===== config.mk =====
export PLATFORM = sky130hd
export DESIGN_NAME = comma_word_aligner_flat
export DESIGN_NICKNAME = d
export VERILOG_FILES = /design/src/rtl/comma_word_aligner_if.sv /design/src/rtl/comma_word_aligner.sv /design/src/flat_wrapper.sv
export SDC_FILE = /design/constraint.sdc
export NUM_CORES = 1
export LEC_CHECK = 0
export ABC_AREA = 1
export CAP_MARGIN = 10
export CORE_ASPECT_RATIO = 0.7
export CORE_MARGIN = 2
export CORE_UTILIZATION = 50
export CTS_CLUSTER_DIAMETER = 150
export DETAILED_ROUTE_END_ITERATION = 16
export PLACE_DENSITY = 0.76
export SKIP_CTS_REPAIR_TIMING = 1
export SLEW_MARGIN = 25
export SYNTH_ARGS = -nofsm -noshare
export SYNTH_HDL_FRONTEND = slang
export SYNTH_SLANG_ARGS = --single-unit

===== constraint.sdc =====
create_clock -name Recovered_Bit_Clk -period 1.6 [get_ports Recovered_Bit_Clk]
set_input_delay 0.32 -clock Recovered_Bit_Clk [delete_from_list [all_inputs] [get_ports Recovered_Bit_Clk]]
set_output_delay 0.32 -clock Recovered_Bit_Clk [all_outputs]
set_load 0.05 [all_outputs]

===== src/rtl/comma_word_aligner_if.sv =====
// Symbol-side bundle of the comma word aligner: sliding window in, aligned
// symbol stream and status out.
interface comma_word_aligner_if #(
   parameter int DATA_WIDTH = 10
);
   logic [DATA_WIDTH-1:0] Data_In;
   logic [DATA_WIDTH-1:0] Symbol;
   logic                  Symbol_Valid;
   logic                  Comma_Det;
   logic                  Symbol_Lock;

   // Upstream shift register / downstream decoder side
   modport master (
      output Data_In,
      input  Symbol,
      input  Symbol_Valid,
      input  Comma_Det,
      input  Symbol_Lock
   );

   // Aligner side
   modport slave (
      input  Data_In,
      output Symbol,
      output Symbol_Valid,
      output Comma_Det,
      output Symbol_Lock
   );
endinterface


===== src/rtl/comma_word_aligner.sv =====
// K28.5 comma word aligner: finds the 10-bit symbol boundary in the
// recovered bit stream, emits one aligned symbol every 10 bit clocks and
// reports symbol lock after LOCK_COMMAS consecutive boundary-aligned commas.
module comma_word_aligner #(
   parameter int DATA_WIDTH  = 10,
   parameter int LOCK_COMMAS = 3
) (
   input  logic                   Recovered_Bit_Clk,
   input  logic                   Rst_n,
   comma_word_aligner_if.slave    bus
);

   if (DATA_WIDTH != 10 || LOCK_COMMAS < 1 || LOCK_COMMAS > 15) begin : g_bad_param
      $error("comma_word_aligner: DATA_WIDTH must be 10 and LOCK_COMMAS 1..15");
   end

   localparam logic [DATA_WIDTH-1:0] K28_5_RDN = DATA_WIDTH'(10'h17C);
   localparam logic [DATA_WIDTH-1:0] K28_5_RDP = DATA_WIDTH'(10'h283);
   localparam logic [3:0]            LOCK_CNT  = 4'(LOCK_COMMAS);
   localparam logic [3:0]            LAST_PH   = 4'd9;

   typedef enum logic [1:0] {
      SEARCH,
      ALIGNED,
      LOCKED
   } state_t;

   state_t                state_q, state_d;
   logic [3:0]            cnt_q, cnt_d;
   logic [3:0]            ccnt_q, ccnt_d;
   logic [DATA_WIDTH-1:0] sym_q, sym_d;
   logic                  valid_q, valid_d;
   logic                  det_q, det_d;
   logic                  lock_q, lock_d;

   logic                  comma;
   logic                  boundary;
   logic                  realign;

   // Next-state: phase tracking, comma qualification and lock state machine
   always_comb begin
      comma    = (bus.Data_In == K28_5_RDN) || (bus.Data_In == K28_5_RDP);
      boundary = (state_q != SEARCH) && (cnt_q == LAST_PH);
      // In SEARCH boundary is never true, so every comma there is a realign
      realign  = comma && !boundary;

      state_d  = state_q;
      cnt_d    = cnt_q;
      ccnt_d   = ccnt_q;
      sym_d    = sym_q;
      valid_d  = 1'b0;
      det_d    = comma;

      if (state_q != SEARCH) begin
         if (boundary) begin
            sym_d   = bus.Data_In;
            valid_d = 1'b1;
            cnt_d   = '0;
         end else begin
            cnt_d   = cnt_q + 4'd1;
         end
      end

      if (realign) begin
         sym_d   = bus.Data_In;
         valid_d = 1'b1;
         cnt_d   = '0;
         ccnt_d  = 4'd1;
         state_d = (state_q == SEARCH && LOCK_CNT == 4'd1) ? LOCKED : ALIGNED;
      end else if (comma) begin
         if (ccnt_q < LOCK_CNT) begin
            ccnt_d = ccnt_q + 4'd1;
         end
         if (state_q == ALIGNED && ({1'b0, ccnt_q} + 5'd1) >= {1'b0, LOCK_CNT}) begin
            state_d = LOCKED;
         end
      end

      lock_d = (state_d == LOCKED);
   end

   // State and registered outputs, asynchronously cleared
   always_ff @(posedge Recovered_Bit_Clk or negedge Rst_n) begin
      if (!Rst_n) begin
         state_q <= SEARCH;
         cnt_q   <= '0;
         ccnt_q  <= '0;
         sym_q   <= '0;
         valid_q <= 1'b0;
         det_q   <= 1'b0;
         lock_q  <= 1'b0;
      end else begin
         state_q <= state_d;
         cnt_q   <= cnt_d;
         ccnt_q  <= ccnt_d;
         sym_q   <= sym_d;
         valid_q <= valid_d;
         det_q   <= det_d;
         lock_q  <= lock_d;
      end
   end

   assign bus.Symbol       = sym_q;
   assign bus.Symbol_Valid = valid_q;
   assign bus.Comma_Det    = det_q;
   assign bus.Symbol_Lock  = lock_q;

endmodule


===== src/flat_wrapper.sv =====
// flat-port wrapper written by rule: the top's interface ports become plain ports
module comma_word_aligner_flat 
#(
   parameter int DATA_WIDTH  = 10,
   parameter int LOCK_COMMAS = 3
)
  (Recovered_Bit_Clk, Rst_n, bus_Data_In, bus_Symbol, bus_Symbol_Valid, bus_Comma_Det, bus_Symbol_Lock);
  comma_word_aligner_if #(.DATA_WIDTH(DATA_WIDTH)) bus_i ();
  input  logic Recovered_Bit_Clk;
  input  logic Rst_n;
  input wire logic [$bits(bus_i.Data_In)-1:0] bus_Data_In;
  output wire logic [$bits(bus_i.Symbol)-1:0] bus_Symbol;
  output wire logic [$bits(bus_i.Symbol_Valid)-1:0] bus_Symbol_Valid;
  output wire logic [$bits(bus_i.Comma_Det)-1:0] bus_Comma_Det;
  output wire logic [$bits(bus_i.Symbol_Lock)-1:0] bus_Symbol_Lock;
  assign bus_i.Data_In = bus_Data_In;
  assign bus_Symbol = bus_i.Symbol;
  assign bus_Symbol_Valid = bus_i.Symbol_Valid;
  assign bus_Comma_Det = bus_i.Comma_Det;
  assign bus_Symbol_Lock = bus_i.Symbol_Lock;
  comma_word_aligner #(.DATA_WIDTH(DATA_WIDTH), .LOCK_COMMAS(LOCK_COMMAS)) u_core (.Recovered_Bit_Clk(Recovered_Bit_Clk), .Rst_n(Rst_n), .bus(bus_i));
endmodule

==> qor.yml, run 1 <==
power:
  switching_share_pct: 47.3
  intPower_uw: 1330
  p_clk_share_pct: 10.8
  ir_worst_vdd_v: 0.00116
  p_leak_uw: 0.000868
  p_sw_uw: 1190
  comb_power_share_pct: 52.3
  p_seq_share_pct: 36.9
  power_density_nw_per_um2: 1580
global_route:
  grt_pass1_vias: 1015
  antenna_found_initial: 0
  overflow: 0
  grt_max_degree: 24
  grt_pass1_wl_mm: 4.35
  grt_usage_pct: 19.9
cells_and_area:
  insertedDiodeCount: 0
  final_core_util_pct: 65.6
  fin_area_um2: 1590
  final_common_cell: "nand2_1"
  final_cell_mix: "46 x nand2_1, 23 x inv_1, 23 x dfrtp_1"
  nets: 207
  fillers: 208
  syn2layout_area_growth_pct: 26.7
  drive_above_1_share_pct: 22.1
  final_cells: 224
setup_path:
  crit_type: "register to register"
  cpLargestDelayFamily: "simple AND/OR/NAND/NOR gates"
  critical_path.max_fanout: 4
  worstSetupStartpointType: "register"
  crit_buf_inv: 1
  cp.required_ps: 1860
  critical_path.cell_chain: "inv_1 -> ha_4 -> o21bai_1 -> nor2_1 -> nand2_1 -> nand3_1 -> nand2_1 -> nand2_2 -> nor2_1"
  max_stage_delay_ps: 430
  cp_slowest_cell: "dfrtp_1"
  critPathArrivalTime_ps: 1730
  critPathCaptureType: "register"
floorplan:
  rows: 15
  core_um2: 2420
  die_area_um2: 2930
  ios: 25
  start_util_pct: 51.8
  chipHeight_um: 45.9
  die_x_um: 63.9
sta:
  fin_tns_setup_ps: 0
  hold_slack_ps: 339
  slew_headroom_pct: 80.2
  rsz0062_at_grt: "no"
  max_slew.worst_pin.slew_ps: 296
  fin_crit_ps: 1470
  drv_slew: 0
  final.setup_skew_ps: 8.38
  post-route-period-util_pct: 92.1
  setup_viol: 0
  max_freq_mhz: 678
  final_hold_viol_count: 0
route:
  detail-route-antenna-nets: 0
  vias_per_cell: 4.77
  drtPass1Iterations: 4
  num_vias: 1068
  drt_iter0_drc: 79
  drc: 0
  wl_per_cell_um: 11.3
  wl_mm: 2.53
placement:
  numPortBuffers: 24
  place_congestion: 0.850
  dp_cells: 215
  dp_hpwl_mm: 1.89
  dpl_cell_area_um2: 1510
flow_run:
  cap_violations: 0
logic_synthesis:
  synth.top_cells.by_area: "dfrtp_1 46%, nand2_1 14%, nand3_1 8.8%, inv_1 6.9%, ha_1 4.0%"
  synth_area_per_cell_um2: 7.99
  syn-instance-count: 157
  synth.distinct_cells: 21
  ys_seq_area_share_pct: 45.9
  syn_area_um2: 1250
  ys_ff_latch: 23
  synth_fp_nets: 173
  yosys.area.top_type: "dfrtp_1"
  synth_top_cell_area_share_pct: 45.9
  yosys_warnings: 0
hold_path:
  min_path_type: "primary input to asynchronous set/reset pin"
clocking:
  cts.htree.levels: 1
  numCtsBuffers: 3
  clk_path_buf_depth: 2
  clock_sinks: 23
  cts_tree: "yes"
  cts-root-buf: "clkbuf_4"
  insertion_delay_ps: 320
  path_clk_slew_ps: 130
outcome:
  status: "complete, no violations"
## cells in the mapped netlist
master    number
buf_6          2
nand3_4        1
xor2_1         2
nand3_1       22
o21ai_2        3
o21bai_1       1
nor2_1        12
nor2_2         2
nand2_4        2
nor2_4         1
o21ai_0        2
nor3_1         1
buf_4          2
inv_1         23
inv_4          1
dfrtp_1       23
nand2_1       47
ha_1           4
nand2_2        4
o21ai_1        1
nand4_1        1
## kinds of logic (layout without fill, tap and decap cells)
| group | count (synthesis) | after routing | synth area share, % |
|---|---|---|---|
| AOI/OAI and AO/OA | 7 | 7 | 3.89 |
| and+or+nand+nor | 93 | 93 | 34.4 |
| adders and majority gates | 4 | 4 | 3.99 |
| buffers and inverters | 28 | 61 | 10.4 |
| xor gates and xnor gates | 2 | 2 | 1.40 |
| DFF | 23 | 23 | 45.9 |
## state kept, by name, summed over array words and instances, names as in the netlist
register / flops
u_core.bus.Symbol_Lock: 1
u_core.bus.Symbol_Valid: 1
u_core.bus.Comma_Det: 1
u_core.cnt_q: 4
u_core.bus.Symbol: 10
u_core.ccnt_q: 4
u_core.state_q: 2
## stage by stage
| step | worst slack (ps) | total power [uW] |
|---|---|---|
| finish | 126 | 2520 |
| global route | 5.02 | 2700 |
| CTS | 46.0 | 2500 |
| detailed placement | -144 | 2230 |
| global placement | -120 | 2200 |
| floorplan | 312 | 1860 |
## path summary, 6_finish.rpt
| check | from | to | slack, ps | cells past startpoint |
|---|---|---|---|---|
| worst max-delay path | u_core.ccnt_q[0]$_DFFE_PN0P_ | u_core.bus.Symbol_Lock$_DFF_PN0_ | 130 | 9 |
| worst min-delay path | Rst_n | u_core.bus.Symbol[7]$_DFFE_PN0P_ | 340 | 2 |
| worst max register to register | u_core.ccnt_q[0]$_DFFE_PN0P_ | u_core.bus.Symbol_Lock$_DFF_PN0_ | 130 | 9 |
| worst min register to register | u_core.bus.Symbol[9]$_DFFE_PN0P_ | u_core.bus.Symbol[9]$_DFFE_PN0P_ | 530 | 2 |
| max in group asynchronous | Rst_n | u_core.ccnt_q[3]$_DFFE_PN0P_ | 1020 | 2 |
| min in group Recovered_Bit_Clk | u_core.bus.Symbol[9]$_DFFE_PN0P_ | u_core.bus.Symbol[9]$_DFFE_PN0P_ | 530 | 2 |
## power groups by stage
stage               Sequential [uW]  Combinational, uW  Clock (uW)
floorplan                      1380                479           0
global placement                929               1270           0
detailed placement              935               1290           0
CTS                             923               1300         281
global route                    956               1440         306
finish                          928               1320         272
## per-layer routing
layer	GRT usage (%)	up-vias	share of wire [%]
met1	25.9	497	48
met5	0	-	0
met4	4.78	0	0.48
met3	5.20	2	3.4
li1	-	553	-
met2	34.0	16	48
## layout make-up
| cell class | count | area, um2 | share of cell area, % |
|---|---|---|---|
| Clock buffer | 3 | 22.5 | 1.42 |
| Clock inverter | 1 | 5.00 | 0.315 |
| Inverter | 24 | 92.6 | 5.83 |
| Multi-Input combinational cell | 106 | 563 | 35.4 |
| Sequential cell | 23 | 576 | 36.2 |
| Tap cell | 34 | 42.5 | 2.68 |
| Timing Repair Buffer | 33 | 288 | 18.1 |
Power figures use the tool's default switching activity.
==> run 2, diff against run 1 <==
- ABC_AREA: 1 -> not set
- CORE_UTILIZATION: 50 -> 48
- PLACE_DENSITY: 0.76 -> 0.75
==> qor.yml, run 2 <==
cells_and_area:
  final_cell_mix: "28 x buf_4, 22 x dfrtp_1, 10 x mux2_4"
  fillers: 155  # -25%
  insertedDiodeCount: 0  # unchanged
  final_common_cell: "buf_4"
  nets: 150  # -28%
  largest_register_ffs: 10  # unchanged
  drive_above_1_share_pct: 48.1  # +26 points
  fin_area_um2: 1590  # +0.32%
  syn2layout_area_growth_pct: 48.0
logic_synthesis:
  synth-simple-area-share_pct: 15.4  # -19 points
  syn_area_um2: 1080  # -14%
  synth.area.mux_share_pct: 13.6  # +14 points
  syn-instance-count: 89  # -43%
  synth.most_common_cell: "dfrtp_1"
  synth_top_cell_area_share_pct: 53.4  # +7.5 points
  synth.top_cells.by_area: "dfrtp_1 53%, mux2_4 13%, ha_1 4.6%, nor3_1 2.3%, o21ai_0 2.3%"
  synth_compound_area_share_pct: 8.36  # +4.5 points
  synthFlopType: "dfrtp_1"
  synth_edf_count: 0  # unchanged
  yosys_warnings: 0  # unchanged
  synth_fp_nets: 105  # -39%
  yosys.area.top_type: "dfrtp_1"
  synth_fa_ha_area_share_pct: 4.65  # +0.65 points
  synth.distinct_cells: 28  # +33%
  synth_common_cells: "23 x dfrtp_1, 9 x mux2_4, 6 x nor2_1, 5 x nor3_1, 5 x o21ai_0"
  synthXorXnorAreaFrac_pct: 1.63  # +0.23 points
  ys_async_sr_fraction_pct: 100  # unchanged
  synth_area_per_cell_um2: 12.1  # +52%
  ys_seq_area_share_pct: 53.4  # +7.5 points
  ys_ff_latch: 23  # unchanged
  synth_top_family_by_area: "simple AND/OR/NAND/NOR gates"
clocking:
  cts_tree: "yes"
  numCtsBuffers: 3  # unchanged
  cts-root-buf: "clkbuf_4"
  clk_path_buf_depth: 2  # unchanged
  path_clk_slew_ps: 120  # about the same
  cts.htree.levels: 1  # unchanged
  insertion_delay_ps: 320  # about the same
  clock_sinks: 23  # unchanged
sta:
  fin_ws_ps: -123  # -249 ps
  max_freq_mhz: 580  # -14%
  hold_slack_ps: 241  # -98.5 ps
  slew_headroom_pct: 78.3  # -1.9 points
  final_hold_viol_count: 0  # unchanged
  drv_slew: 0  # unchanged
  max_slew.worst_pin.slew_ps: 322  # +25.8 ps
  final.setup_skew_ps: 13.1  # +4.73 ps
  fin_crit_ps: 1720  # +249 ps
  post-route-period-util_pct: 108  # +16 points
  setup_viol: 18  # +18
  rsz0062_at_grt: "yes"
placement:
  dp_hpwl_mm: 1.61  # -15%
  dpl_cell_area_um2: 1400  # -7.5%
  numPortBuffers: 24  # unchanged
  place_congestion: 0.753  # -11%
setup_path:
  worstSetupStartpointType: "primary input"
  cp.required_ps: 1810  # -50 ps
  critPathCaptureType: "register"
  crit_type: "primary input to register"
  critical_path.max_fanout: 6  # +2
  max_stage_delay_ps: 540  # +110 ps
  critPathArrivalTime_ps: 1930  # +200 ps
  critical_path.cell_chain: "buf_6 -> or4b_4 -> nor4b_4 -> a41oi_2 -> clkinv_2 -> nor2_4 -> mux2_4"
  cp_slowest_cell: "or4b_4"
route:
  num_vias: 850  # -20%
  vias_per_cell: 5.15  # +8.0%
  drt_iter0_drc: 28  # -65%
  wl_mm: 2.54  # +0.63%
  detail-route-antenna-nets: 0  # unchanged
  wl_per_cell_um: 15.4  # +37%
  drtPass1Iterations: 4  # unchanged
  drc: 0  # unchanged
global_route:
  antenna_found_initial: 0  # unchanged
  overflow: 0  # unchanged
  grt_usage_pct: 19.1  # -0.85 points
  grt_max_degree: 24  # unchanged
  grt_pass1_vias: 785  # -23%
  grt_pass1_wl_mm: 3.66  # -16%
power:
  ir_worst_vdd_v: 0.00119  # +2.8%
  p_leak_uw: 0.000837  # -3.6%
  finalPower_uw: 2330  # -7.4%
  power_density_nw_per_um2: 1460  # -7.7%
floorplan:
  die_area_um2: 2650  # -9.7%
  rows: 14  # -1
  ios: 25  # unchanged
  chipHeight_um: 43.6  # -4.9%
  start_util_pct: 50.4  # -1.4 points
  die_x_um: 60.6  # -5.1%
  core_um2: 2140  # -12%
outcome:
  status: "finished with violations"
  violations: "negative setup slack"
flow_run:
  cap_violations: 0  # unchanged
hold_path:
  min_path_type: "primary input to register"
[run 2: changes by cell type after synthesis, sizes merged, moves of 4 or more]
cell   before  now
nand3      23    2
mux2        0   10
nor2       15    7
nor3        1    5
inv        24    4
nand2      53    3
[run 2: through the flow]
stage	setup WS, ps	utilization, %	setup TNS (ps)	std cells
after global placement	-843	65.3	-16340	154
final	-123	74.6	-1340	165
after detailed placement	-947	65.3	-17700	154
after CTS	-614	66.5	-9960	158
after floorplan	-322	-	-3560	89
after global routing	-154	74.6	-2180	165
[run 2: worst max-delay path, delay by kind of cell]
family	cells	cell delay [ps]
AOI/OAI and AO/OA	1	100
buffers and inverters	2	230
muxes	1	310
and+or+nand+nor	3	980
[run 2: cell type report]
cell class / count / area (um2) / area share [%]
Clock buffer: 4 / 26.3 / 1.65
Inverter: 5 / 22.5 / 1.41
Multi-Input combinational cell: 61 / 582 / 36.5
Sequential cell: 23 / 577 / 36.2
Tap cell: 32 / 40.0 / 2.51
Timing Repair Buffer: 40 / 347 / 21.7
[run 2: power by group]
group          internal [uW]  switching [uW]
Combinational            463             700
Sequential               762             125
Clock                   97.6             182
Total                   1320            1010
[run 2: metal layers]
layer / global-route usage (%) / up-vias / routed length (um)
li1: - / 407 / -
met1: 27.9 / 414 / 1110
met2: 28.6 / 21 / 1260
met3: 5.37 / 8 / 111
met4: 3.91 / 0 / 63
met5: 0 / - / 0
[run 2: kinds of logic after synthesis]
kind of cell | count (synthesis)
AND/OR/NAND/NOR | 29
AO/OA/AOI/OAI | 15
flip-flops | 23
multiplexers | 10
XOR/XNOR | 2
adder cells (fa/ha/maj) | 4
buffers and inverters | 6
[run 2: final timing paths]
| check | from | slack, ps | depth (start not counted) | end |
|---|---|---|---|---|
| max | bus_Data_In[1] | -120 | 7 | u_core.bus.Symbol[0]$_DFFE_PN0P_ |
| min | bus_Data_In[0] | 240 | 2 | u_core.bus.Symbol[0]$_DFFE_PN0P_ |
| max reg2reg | u_core.cnt_q[1]$_DFFE_PN0P_ | 20 | 7 | u_core.bus.Symbol[6]$_DFFE_PN0P_ |
| min reg2reg | u_core.bus.Symbol[9]$_DFFE_PN0P_ | 520 | 1 | u_core.bus.Symbol[9]$_DFFE_PN0P_ |
| max in group asynchronous | Rst_n | 1030 | 2 | u_core.ccnt_q[0]$_DFFE_PN0P_ |
| min in group asynchronous | Rst_n | 320 | 2 | u_core.bus.Symbol[7]$_DFFE_PN0P_ |
==> run 3, diff against run 2 <==
- CORE_MARGIN: 2 -> 3
==> qor.yml, run 3 (synthesis gave the netlist of run 2 again) <==
outcome:
  status: "finished with violations"
  violations: "negative setup slack"
power:
  p_clk_share_pct: 11.7  # -0.3 points
  p_sw_uw: 1060  # +5.3%
  p_leak_uw: 0.000859  # +2.7%
  switching_share_pct: 44.2  # +0.99 points
  comb_power_share_pct: 51.1  # +1.2 points
  ir_worst_vdd_v: 0.00104  # -13%
  p_seq_share_pct: 37.2  # -0.9 points
  intPower_uw: 1340  # +1.2%
  power_density_nw_per_um2: 1460  # +0.12%
floorplan:
  core_um2: 1980  # -7.1%
  die_area_um2: 2860  # +8.0%
  chipHeight_um: 45.6  # +4.6%
  ios: 25  # unchanged
  start_util_pct: 54.3  # +3.9 points
  rows: 13  # -1
  die_x_um: 62.6  # +3.3%
clocking:
  cts_tree: "yes"
  clk_path_buf_depth: 2  # unchanged
  cts.htree.levels: 1  # unchanged
  insertion_delay_ps: 330  # about the same
  clock_sinks: 23  # unchanged
  cts-root-buf: "clkbuf_4"
  path_clk_slew_ps: 120  # about the same
  numCtsBuffers: 3  # unchanged
setup_path:
  r2r_cells: 7  # unchanged
  critPathCaptureType: "register"
  r2r_slack_ps: -20  # -40 ps
  crit_start: "bus_Data_In[0]"
  crit_path_end: "u_core.bus.Symbol[1]$_DFFE_PN0P_"
  critical_path.cell_chain: "clkbuf_2 -> or4b_4 -> nor4b_4 -> a41oi_2 -> clkinv_2 -> nor2_4 -> buf_6 -> mux2_4"
  critical_path.max_fanout: 3  # -3
  critPathArrivalTime_ps: 1970  # +40 ps
  r2r-end: "u_core.bus.Symbol[4]$_DFFE_PN0P_"
  cp.required_ps: 1820  # about the same
  cp_slowest_cell: "or4b_4"
  crit_type: "primary input to register"
  max_stage_delay_ps: 530  # about the same
  r2r_start: "u_core.cnt_q[1]$_DFFE_PN0P_"
  worstSetupStartpointType: "primary input"
sta:
  slew_headroom_pct: 73.4  # -4.9 points
  max_freq_mhz: 570  # -1.8%
  fin_ws_ps: -155  # -31.4 ps
  setup_viol: 20  # +2
  post-route-period-util_pct: 110  # +2.0 points
  fin_crit_ps: 1750  # +31.4 ps
  rsz0062_at_grt: "yes"
  final_hold_viol_count: 0  # unchanged
  max_slew.worst_pin.slew_ps: 396  # +73.6 ps
  final.setup_skew_ps: 7.28  # -5.82 ps
  drv_slew: 0  # unchanged
cells_and_area:
  final_core_util_pct: 82.6  # +8.0 points
  nets: 154  # +2.7%
  insertedDiodeCount: 0  # unchanged
  drive_above_1_share_pct: 48.9  # +0.78 points
  final_cell_mix: "28 x buf_4, 22 x dfrtp_1, 10 x mux2_4"
  final_common_cell: "buf_4"
  syn2layout_area_growth_pct: 52.1
  final_cells: 167  # +1.2%
  largest_register_ffs: 10  # unchanged
global_route:
  grt_pass1_vias: 807  # +2.8%
  grt_pass1_wl_mm: 3.92  # +7.2%
  overflow: 0  # unchanged
  antenna_found_initial: 0  # unchanged
  grt_usage_pct: 18.4  # -0.67 points
  grt_max_degree: 24  # unchanged
route:
  wl_mm: 3.09  # +22%
  drc: 0  # unchanged
  drtPass1Iterations: 4  # unchanged
  vias_per_cell: 5.50  # +6.7%
  detail-route-antenna-nets: 0  # unchanged
  wl_per_cell_um: 18.5  # +20%
  num_vias: 918  # +8.0%
  drt_iter0_drc: 49  # +75%
flow_run:
  cap_violations: 0  # unchanged
placement:
  place_ws_ps: -987  # -39.6 ps
  dp_hpwl_mm: 1.75  # +8.2%
  place_congestion: 0.739  # -1.9%
  dp_cells: 152  # -1.3%
  numPortBuffers: 24  # unchanged
hold_path:
  min_path_type: "primary input to register"
-- run 3: area by class of cell --
cell class,instances,area [um2]
clock buffer,4,26.3
tap,30,37.5
sequential,23,577
timing repair buffer,44,398
multi-input combinational,61,578
fill,122,345
inverter,5,22.5
-- run 3: layer usage --
metal / global-route usage (%) / up-vias / routed length, um
met5: 0 / - / 0
met4: 7.89 / 0 / 122
met3: 4.94 / 15 / 136
met2: 30.5 / 33 / 1580
met1: 23.4 / 457 / 1250
li1: - / 413 / -
-- run 3: metrics by stage --
step / setup TNS [ps] / hold slack (ps) / area [um2] / total power (uW)
CTS: -10210 / 343 / 1420 / 2300
global placement: -16320 / 488 / 1390 / 2000
detailed placement: -18060 / 506 / 1390 / 2040
global route: -2680 / 266 / 1640 / 2510
floorplan: -3560 / 24.4 / 1080 / 1650
finish: -1850 / 266 / 1640 / 2400
-- run 3: critical path: cells and delay by family --
family | cells | cell delay [ps]
simple gates | 3 | 890
buf+inv | 3 | 370
mux | 1 | 300
compound gates | 1 | 90
-- run 3: how the worst min path moves through the flow --
stage                                     startpoint  slack [ps]  depth (start not counted)                                to
finish                                bus_Data_In[9]         270                          2  u_core.bus.Symbol[9]$_DFFE_PN0P_
global route                          bus_Data_In[0]         270                          2  u_core.bus.Symbol[0]$_DFFE_PN0P_
CTS                                            Rst_n         340                          2  u_core.bus.Symbol[4]$_DFFE_PN0P_
detailed placement  u_core.bus.Symbol[3]$_DFFE_PN0P_         510                          1  u_core.bus.Symbol[3]$_DFFE_PN0P_
global placement    u_core.bus.Symbol[8]$_DFFE_PN0P_         490                          1  u_core.bus.Symbol[8]$_DFFE_PN0P_
floorplan                                      Rst_n          20                          0    u_core.bus.Comma_Det$_DFF_PN0_
-- run 3: power by group through the flow --
stage / clock (uW) / sequential, uW / combinational [uW]
after floorplan: 0 / 1360 / 291
after detailed placement: 0 / 896 / 1140
after global routing: 307 / 919 / 1280
after global placement: 0 / 880 / 1120
final: 281 / 893 / 1220
after CTS: 276 / 884 / 1140
